### config.mk
export PLATFORM = sky130hd
export DESIGN_NAME = lisa_autobaud
export DESIGN_NICKNAME = d
export VERILOG_FILES = /design/src/rtl/lisa_autobaud_pkg.sv /design/src/rtl/lisa_sync_edge.sv /design/src/rtl/lisa_autobaud.sv
export SDC_FILE = /design/constraint.sdc
export NUM_CORES = 1
export LEC_CHECK = 0
export ABC_AREA = 1
export CAP_MARGIN = 25
export CORE_UTILIZATION = 55
export CTS_CLUSTER_SIZE = 30
export DETAILED_ROUTE_END_ITERATION = 16
export PLACE_DENSITY = 0.72
export SETUP_SLACK_MARGIN = 0.1
export SYNTH_ARGS = -nofsm -noshare
export SYNTH_HDL_FRONTEND = slang
export SYNTH_SLANG_ARGS = --single-unit
### constraint.sdc
create_clock -name clk -period 7.85 [get_ports clk]
set_input_delay 0.785 -clock clk [delete_from_list [all_inputs] [get_ports clk]]
set_output_delay 0.785 -clock clk [all_outputs]
set_load 0.02 [all_outputs]
### src/rtl/lisa_autobaud_pkg.sv
// lisa_autobaud_pkg
//   Shared definitions for the auto-baud detector: the search/lock state
//   encoding and the fixed protocol constants of the 0x55 sync character.
package lisa_autobaud_pkg;

    typedef enum logic [2:0] {
        IDLE,
        WAIT_HIGH,
        WAIT_START,
        MEASURE,
        CALC,
        LOCKED
    } state_t;

    // Falling edges in 0x55: start bit, then the falls into d1, d3, d5 and d7.
    localparam int unsigned SYNC_EDGES = 5;
    // Consecutive high clocks that qualify the line as idle before a search.
    localparam int unsigned HIGH_QUAL  = 16;

endpackage

### src/rtl/lisa_sync_edge.sv
// lisa_sync_edge
//   Two-flop synchroniser for an asynchronous serial line, plus a one-cycle
//   falling-edge pulse taken from the synchronised value.
//   Ports:
//     clk   in   system clock
//     rst_n in   asynchronous active-low reset (line resets to idle-high)
//     din   in   raw asynchronous input
//     dout  out  synchronised line level
//     fe    out  1 for one cycle when dout goes 1 -> 0
module lisa_sync_edge (
    input  logic clk,
    input  logic rst_n,
    input  logic din,
    output logic dout,
    output logic fe
);

    logic [1:0] sync;
    logic       prev;

    always_ff @(posedge clk or negedge rst_n) begin
        if (!rst_n) begin
            sync <= 2'b11;
            prev <= 1'b1;
        end else begin
            sync <= {sync[0], din};
            prev <= sync[1];
        end
    end

    assign dout = sync[1];
    assign fe   = prev & ~sync[1];

endmodule

### src/rtl/lisa_autobaud.sv
// lisa_autobaud
//   Auto-baud detector. Waits for an idle line, then times the sync
//   character 0x55 from the start-bit fall to the d7 fall (8 bit-times),
//   checks that every two-bit interval is consistent, and converts the span
//   into a divider for the oversampling baud generator.
//   Ports:
//     clk      in   system clock
//     rst_n    in   asynchronous active-low reset
//     en       in   level enable; 0 forces IDLE and clears the lock
//     rearm    in   one-cycle pulse; drop the lock and search again
//     rxd      in   raw asynchronous serial input
//     baud_set out  1 = baud_div valid and locked
//     baud_div out  divider value for the baud generator
//     err      out  one-cycle pulse on a rejected sync attempt
//   Build option:
//     LISA_AUTOBAUD_BREAK_EN  when defined, a low time of 2x the measured
//                             8-bit span while locked drops the lock.
module lisa_autobaud
    import lisa_autobaud_pkg::*;
#(
    parameter int unsigned CNT_W           = 16,
    parameter int unsigned OVERSAMPLE_LOG2 = 3,
    parameter int unsigned TOL_SHIFT       = 2
) (
    input  logic       clk,
    input  logic       rst_n,
    input  logic       en,
    input  logic       rearm,
    input  logic       rxd,
    output logic       baud_set,
    output logic [6:0] baud_div,
    output logic       err
);

    // q = (span + half-divisor) / (8 bit-times * oversample), rounded.
    localparam int unsigned   Q_SHIFT = OVERSAMPLE_LOG2 + 3;
    localparam logic [CNT_W:0] Q_RND  = (CNT_W + 1)'(1) << (OVERSAMPLE_LOG2 + 2);
    localparam logic [CNT_W:0] Q_MIN  = (CNT_W + 1)'(2);
    localparam logic [CNT_W:0] Q_MAX  = (CNT_W + 1)'(128);

    logic rxs;
    logic fe;

    lisa_sync_edge u_sync (
        .clk   (clk),
        .rst_n (rst_n),
        .din   (rxd),
        .dout  (rxs),
        .fe    (fe)
    );

    state_t           state;
    logic [CNT_W-1:0] cnt;
    logic [CNT_W-1:0] icnt;
    logic [CNT_W-1:0] ref_int;
    logic [2:0]       edge_n;
    logic [4:0]       hcnt;

    // Interval length including the edge cycle itself.
    logic [CNT_W:0] cur_int;
    logic [CNT_W:0] ref_w;
    logic [CNT_W:0] diff;
    logic [CNT_W:0] tol;
    logic           in_tol;
    logic [CNT_W:0] q;
    logic [6:0]     div_nxt;
    logic           q_ok;

    always_comb begin
        cur_int = {1'b0, icnt} + 1'b1;
        ref_w   = {1'b0, ref_int};
        diff    = (cur_int >= ref_w) ? (cur_int - ref_w) : (ref_w - cur_int);
        tol     = ref_w >> TOL_SHIFT;
        in_tol  = (diff <= tol);
        q       = ({1'b0, cnt} + Q_RND) >> Q_SHIFT;
        q_ok    = (q >= Q_MIN) && (q <= Q_MAX);
        div_nxt = q[6:0] - 7'd1;
    end

`ifdef LISA_AUTOBAUD_BREAK_EN
    logic [CNT_W-1:0] cnt_locked;
    logic [CNT_W:0]   lcnt;
    logic [CNT_W:0]   lcnt_nxt;
    logic [CNT_W:0]   brk_len;

    always_comb begin
        lcnt_nxt = lcnt + 1'b1;
        brk_len  = {cnt_locked, 1'b0};
    end
`endif

    always_ff @(posedge clk or negedge rst_n) begin
        if (!rst_n) begin
            state    <= IDLE;
            cnt      <= '0;
            icnt     <= '0;
            ref_int  <= '0;
            edge_n   <= '0;
            hcnt     <= '0;
            baud_set <= 1'b0;
            baud_div <= '0;
            err      <= 1'b0;
`ifdef LISA_AUTOBAUD_BREAK_EN
            cnt_locked <= '0;
            lcnt       <= '0;
`endif
        end else begin
            err <= 1'b0;
            if (!en) begin
                state    <= IDLE;
                baud_set <= 1'b0;
            end else if (rearm) begin
                state    <= WAIT_HIGH;
                hcnt     <= '0;
                baud_set <= 1'b0;
            end else begin
                case (state)
                    IDLE: begin
                        hcnt  <= '0;
                        state <= WAIT_HIGH;
                    end

                    WAIT_HIGH: begin
                        if (!rxs) begin
                            hcnt <= '0;
                        end else if (hcnt == 5'(HIGH_QUAL - 1)) begin
                            state <= WAIT_START;
                        end else begin
                            hcnt <= hcnt + 1'b1;
                        end
                    end

                    WAIT_START: begin
                        if (fe) begin
                            cnt    <= '0;
                            icnt   <= '0;
                            edge_n <= 3'd1;
                            state  <= MEASURE;
                        end
                    end

                    MEASURE: begin
                        if (cnt == '1 || icnt == '1) begin
                            // Too slow to be measured.
                            err   <= 1'b1;
                            hcnt  <= '0;
                            state <= WAIT_HIGH;
                        end else begin
                            cnt <= cnt + 1'b1;
                            if (fe) begin
                                if (edge_n != 3'd1 && !in_tol) begin
                                    err   <= 1'b1;
                                    hcnt  <= '0;
                                    state <= WAIT_HIGH;
                                end else begin
                                    // First full interval becomes the reference.
                                    if (edge_n == 3'd1) begin
                                        ref_int <= cur_int[CNT_W-1:0];
                                    end
                                    icnt   <= '0;
                                    edge_n <= edge_n + 1'b1;
                                    if (edge_n == 3'(SYNC_EDGES - 1)) begin
                                        state <= CALC;
                                    end
                                end
                            end else begin
                                icnt <= icnt + 1'b1;
                            end
                        end
                    end

                    CALC: begin
                        if (q_ok) begin
                            baud_div <= div_nxt;
                            baud_set <= 1'b1;
                            state    <= LOCKED;
`ifdef LISA_AUTOBAUD_BREAK_EN
                            cnt_locked <= cnt;
                            lcnt       <= '0;
`endif
                        end else begin
                            err   <= 1'b1;
                            hcnt  <= '0;
                            state <= WAIT_HIGH;
                        end
                    end

                    LOCKED: begin
`ifdef LISA_AUTOBAUD_BREAK_EN
                        // A low run of ~16 bit-times is a host break request.
                        if (rxs) begin
                            lcnt <= '0;
                        end else if (lcnt_nxt >= brk_len) begin
                            lcnt     <= '0;
                            baud_set <= 1'b0;
                            hcnt     <= '0;
                            state    <= WAIT_HIGH;
                        end else begin
                            lcnt <= lcnt_nxt;
                        end
`else
                        state <= LOCKED;
`endif
                    end

                    default: begin
                        state <= IDLE;
                    end
                endcase
            end
        end
    end

endmodule

Yosys cells after proc, flatten, opt, wreduce, memory -nomap -nowiden:

Index checks and enable logic that the tools add are counted.

* register bits: 71
* input port bits: 5
* output and inout bits: 9
* word-level logic and storage cells: 114

* $add $sub $neg: 9
* order comparisons: 4
* eq/ne operators: 27
* multiplexer cells: 43
* bitwise logic cells: 5
* reductions and logical operators: 15

Operator list (count)
* two-way mux 16 bit: 5
* case mux 16 bit (2 select lines): 2
* two-way mux 3 bit: 14
* two-way mux 5 bit: 7
* adder 16 x 1 -> 16 bit (second input constant): 2
* equality test 16 bit (second input constant): 2
* inequality test 4 bit (second input constant): 5
* case mux 5 bit (4 select lines): 1
* case mux 3 bit (6 select lines): 1
* adder 16 x 1 -> 17 bit (second input constant): 1
* adder 16 x 6 -> 17 bit (second input constant): 1
* >= comparator 17 x 16 -> 1 bit: 1
* less-or-equal comparator 17 x 14 -> 1 bit: 1
* two-way mux 17 bit: 1
* subtractor 16 x 17 -> 17 bit: 1
* subtractor 17 x 16 -> 17 bit: 1
* AND reduction 7 bit: 2
* AND reduction 6 bit: 2
* >= comparator 11 x 2 -> 1 bit (second input constant): 1
* less-or-equal comparator 11 x 8 -> 1 bit (second input constant): 1
* two-way mux 1 bit: 10
* AND reduction 5 bit: 2
* equality test 3 bit (second input constant): 3
* inequality test 3 x 1 -> 1 bit (second input constant): 3
* 23 further kinds: 33

Depth between registers and ports, before layout:

* depth after elaboration: 12
* mapped depth: 43

Cells and area by module:

Synthesis repeated with hierarchy kept, for this count alone.

* cell total of the unflattened synthesis: 909
* area, all modules: 6157.2 um^2

By module, submodules not included
* lisa_autobaud: times used 1, cells an instance 904, area each 6068.3 um^2, seq. area each 1701.6 um^2
* lisa_sync_edge: times used 1, cells an instance 5, area each 88.8 um^2, seq. area each 78.8 um^2

Worst setup path after synthesis:

OpenSTA, ideal clock, no wires.

* path type: register to register
* start point: register icnt[0]
* end point: register hcnt[0]
* setup time: 0.117 ns
* arrival: 4.528 ns
* slack: 3.205 ns
* stages on the path, launching flop included: 42
* buffers on the path: 2
* cells stage by stage: dfrtp_1 > nand3_1 > nor2_1 > nand3_1 > nor3_1 > nand3_1 > nor2_1 > xnor2_1 > inv_1 > ha_1 > nand2_1 > nor2_2 > inv_1 > nor2_2 > nand2_1 > nand3_2 > nor2_4 > nand2_2 > [... 6 more ...] > ha_1 > nand2_1 > o21ai_0 > nand2_1 > nand3_1 > nand2_1 > nand2_1 > nand2_1 > nand2_1 > nand2_1 > nand2_2 > nand2_4 > nand2_2 > nand2_2 > nand2_4 > nand2_4 > nand2_1 > nand2_1

* cells in the longest elaborated chain, start to end: 8
* elaborated cells between the ends (all ways): 16

RTL lines
* start: declaration: RTL line lisa_autobaud.sv:54 `logic [CNT_W-1:0] icnt;`
* start signal: assignment: RTL line lisa_autobaud.sv:167 `icnt <= icnt + 1'b1;`
* adder 16 x 1 -> 17 bit (*): RTL line lisa_autobaud.sv:70 `cur_int = {1'b0, icnt} + 1'b1;`
* named net cur_int[15]: RTL line lisa_autobaud.sv:60 `logic [CNT_W:0] cur_int;`
* subtractor 16 x 17 -> 17 bit, or another cell as far along: RTL line lisa_autobaud.sv:72 `diff = (cur_int >= ref_w) ? (cur_int - ref_w) : (ref_w - cur_int);`
* two-way mux 17 bit (*): RTL line lisa_autobaud.sv:72
* less-or-equal comparator 17 x 14 -> 1 bit (*): RTL line lisa_autobaud.sv:74 `in_tol = (diff <= tol);`
* logical NOT 1 bit (*): RTL line lisa_autobaud.sv:151 `if (edge_n != 3'd1 && !in_tol) begin`
* logical AND 1 bit (*): RTL line lisa_autobaud.sv:151
* inequality test 4 bit (no source line) (*)
* AND reduction 6 bit (no source line) (*)
* end signal: assignment: RTL line lisa_autobaud.sv:129 `hcnt <= hcnt + 1'b1;`
* end: declaration: RTL line lisa_autobaud.sv:57 `logic [4:0] hcnt;`

Mark *: on every way through the listed nets, which the timed path passes. The rest lies on a longest branch.
A chain may end at the register's enable or synchronous reset.

Worst setup path in the final report:

* start point: register icnt[0]
* end point: register icnt[9]

* cells in the longest elaborated chain, start to end: 8
* elaborated cells between the ends (all ways): 17

RTL lines (RTL line)
* adder 16 x 1 -> 17 bit (*): lisa_autobaud.sv:70
* named net cur_int[15]: lisa_autobaud.sv:60
* subtractor 16 x 17 -> 17 bit, or another cell as far along: lisa_autobaud.sv:72
* two-way mux 17 bit (*): lisa_autobaud.sv:72
* less-or-equal comparator 17 x 14 -> 1 bit (*): lisa_autobaud.sv:74
* logical NOT 1 bit (*): lisa_autobaud.sv:151
* logical AND 1 bit (*): lisa_autobaud.sv:151
* inequality test 3 bit (no source line) (*)
* AND reduction 6 bit (no source line) (*)

Mark *: on every way through the listed nets, which the timed path passes. The rest lies on a longest branch. The select of a mux whose other input is x is not followed.

==> impl_metrics.csv <==
group,metric,value,unit
status,status,"complete, no violations",
floorplan,num_rows,38,
routing,drc,0,
routing,first_pass_iters,5,
placement,dp_hpwl,10.8,mm
routing,vias,5515,
layout,final_area,0.00684,mm2
logic_synthesis,synth_edf_count,0,
critical_path,cp_slowest_stage_delay,510,ps
routing,routed_wl,13.8,mm
sta,fmax,169,MHz
global_routing,grt_max_degree,72,
floorplan,core_area,0.0110,mm2
logic_synthesis,synthesis.instances,923,
global_routing,grt-ovfl-total,0,
power_and_ir_drop,combPwrFrac,23.6,%
cts,cts_tree,"done",
layout,nets,999,
critical_path,r2r-start,"icnt[0]",
power_and_ir_drop,clockPowerShare,40.1,%
power_and_ir_drop,leakage,3.60,nW
global_routing,grt_use_total,25.6,%
critical_path,cp.required,8110,ps
sta,rsz0062_at_grt,"no",
critical_path,reg2reg_slack,1940,ps
placement,pre_cts_slack,2010,ps
critical_path,worst-path-max-fanout,32,
layout,diodes,0,
power_and_ir_drop,vdd_drop_max,0.144,mV
logic_synthesis,synth_ff_type,"dfrtp_1",
global_routing,grt_pass1_wl,23.7,mm
cts,insertion_delay,340,ps
cts,cts-htree-levels,3,
sta,setup_viol,0,
routing,ant_nets,0,
placement,place_congestion,0.962,
layout,layout-drive-gt1-share,7.65,%
routing,avgRoutedWirePerCell,12.8,um
cts,ctsHoldBuffers,0,
floorplan,die_w,109,um
critical_path,crit_arrival,6170,ps
power_and_ir_drop,p_per_area,172,mW/mm2
power_and_ir_drop,swShare,30.7,%
global_routing,antenna_found_initial,0,
routing,viasPerCell,5.10,
power_and_ir_drop,net-switching-power,0.361,mW
global_routing,grt_pass1_vias,5166,
min_path,min_path_type,"register to register",
logic_synthesis,ys_async_sr_fraction,100,%
critical_path,end_kind,"register",
floorplan,dieHeight,109,um
flow_run,drv_cap,0,
critical_path,cp_common_cell,"nand2_1",
sta,hold_viol,0,
cts,numCtsBuffers,9,
critical_path,critPathSlowestCell,"nand2_2",
critical_path,criticalPathCategory,"register to register",
cts,path_clk_slew,60,ps
logic_synthesis,syn_nets,986,
sta,tightest_slew,902,ps
power_and_ir_drop,p_int,0.817,mW
power_and_ir_drop,p_seq_share,36.2,%
layout,final_util,62.3,%
critical_path,cp-startpoint,"icnt[0]",
placement,dpl_cell_area,0.00649,mm2
critical_path,critPathLaunchType,"register",
cts,cts_buffer_depth,2,
logic_synthesis,synth_cell_types,43,
sta,slew_viol_final,0,
routing,drt_iter0_drc,308,
cts,cts_root_buf,"clkbuf_16",
placement,io_buffers,13,
logic_synthesis,synth-seq-area-share,28.3,%
power_and_ir_drop,power,1.18,mW
sta,clock_skew,8.13,ps
sta,maxSlewHeadroom,39.9,%
sta,setup_slack,1940,ps
layout,area_delta_synth_final,8.69,%
cts,post_cts_buffers,0,
sta,fin_crit_sh,75.3,%
logic_synthesis,yosys_warnings,0,
logic_synthesis,syn_avg_cell_area,6.82,um2
cts,cts_resized,0,
floorplan,die-area,0.0119,mm2
sta,setup_tns,0,ps
sta,timing.final.crit_period,5910,ps
cts,cts.sinks,71,
floorplan,ios,14,
floorplan,initial_utilization,57.3,%
logic_synthesis,syn_area,0.00629,mm2
min_path,hold_start,"u_sync.sync[0]",
logic_synthesis,yosys_register_bits,71,
cells by family (layout without fill, tap and decap cells):
group                    count (synthesis)  after routing  synth area share, %
buffers and inverters                  173            191                 11.4
AND/OR/NAND/NOR                        466            466                 32.1
multiplexers                             4              4                0.656
flip-flops                              71             71                 28.3
AO/OA/AOI/OAI                          118            118                 11.2
XOR/XNOR                                33             33                 4.59
adder cells (fa/ha/maj)                 58             58                 11.8
layer usage:
layer / vias to the layer above / wire length (um) / GRT usage (%)
li1: 2924 / - / -
met1: 2458 / 6630 / 33.8
met2: 96 / 6360 / 41.6
met3: 37 / 402 / 3.53
met4: 0 / 431 / 11.1
met5: - / 0 / 0
final timing paths:
kind,cells after the start,endpoint
max,35,icnt[9]
min reg2reg,0,u_sync.sync[1]
min,0,u_sync.sync[1]
max reg2reg,35,icnt[9]
min in group asynchronous,1,baud_div[3]
max in group asynchronous,1,hcnt[0]
critical path: cells and delay by family (launching register included):
| kind | cells | cell delay [ps] |
|---|---|---|
| XOR/XNOR | 2 | 380 |
| flip-flops | 1 | 440 |
| adder cells (fa/ha/maj) | 2 | 670 |
| buffers and inverters | 3 | 300 |
| AND/OR/NAND/NOR | 26 | 3750 |
| AO/OA/AOI/OAI | 2 | 270 |
state kept, by name, indices dropped and copies added, names as in the netlist:
signal / flops
state: 3
err: 1
u_sync.sync: 2
cnt: 16
u_sync.prev: 1
baud_div: 7
icnt: 16
edge_n: 3
baud_set: 1
ref_int: 16
hcnt: 5
cell type report:
class / count / area [um2]
Inverter: 161 / 604
Tap cell: 140 / 175
Timing Repair Buffer: 14 / 135
Fill cell: 1061 / 4140
Clock buffer: 10 / 239
Clock inverter: 6 / 108
Sequential cell: 71 / 1780
Multi-Input combinational cell: 679 / 3800
power by group through the flow:
stage | logic (mW) | clock network, mW | registers, mW
floorplan | 0.217 | 0 | 0.428
detailed placement | 0.275 | 0 | 0.432
CTS | 0.278 | 0.480 | 0.426
global route | 0.317 | 0.495 | 0.430
finish | 0.278 | 0.473 | 0.427
global placement | 0.273 | 0 | 0.431
synth_stat cells (2+ instances only):
cell type	instances	area [um2]
o211ai_1	3	22.5
nor4_1	3	18.8
nand4_1	8	50.1
and3_1	2	12.5
o21ai_1	17	85.1
o21ai_2	19	166
nand3_1	50	250
a21oi_1	40	200
nor2_2	7	43.8
fa_1	2	40.0
xnor2_1	9	78.8
inv_1	159	597
inv_2	2	7.51
buf_2	2	10.0
xor2_1	24	210
a31oi_1	3	18.8
nand3_2	3	30.0
o211a_1	2	20.0
clkbuf_1	2	7.51
o21ai_0	25	125
mux2i_1	3	30.0
a211oi_1	5	37.5
dfstp_2	3	78.8
dfrtp_1	68	1700
nor2_1	59	221
nor3_1	14	70.1
nand2_2	7	43.8
nand2_4	3	33.8
nor2_4	6	67.6
ha_1	56	701
buf_6	7	78.8
nand2_1	299	1120
per-stage QoR:
stage               std cells  hold slack (ps)
finish                   1081              355
global route             1081              359
CTS                      1081              358
detailed placement       1065              351
global placement         1065              346
floorplan                 923              345
placed cells by master (no fill, tap or decap), drive strengths merged, types with 3 or more instances in the layout:
master | netlist | final
inv | 161 | 161
dfrtp | 68 | 68
dfstp | 3 | 3
a211oi | 5 | 5
nand3 | 54 | 54
o211ai | 3 | 3
xnor2 | 9 | 9
mux2i | 3 | 3
clkdlybuf4s50 | 0 | 12
xor2 | 24 | 24
nor3 | 15 | 15
o21ai | 61 | 61
clkbuf | 3 | 10
nand4 | 9 | 9
nand2 | 309 | 309
nor2 | 72 | 72
bufinv | 0 | 3
a21oi | 40 | 40
a31oi | 3 | 3
nor4 | 3 | 3
ha | 56 | 56
Power figures use the tool's default switching activity.
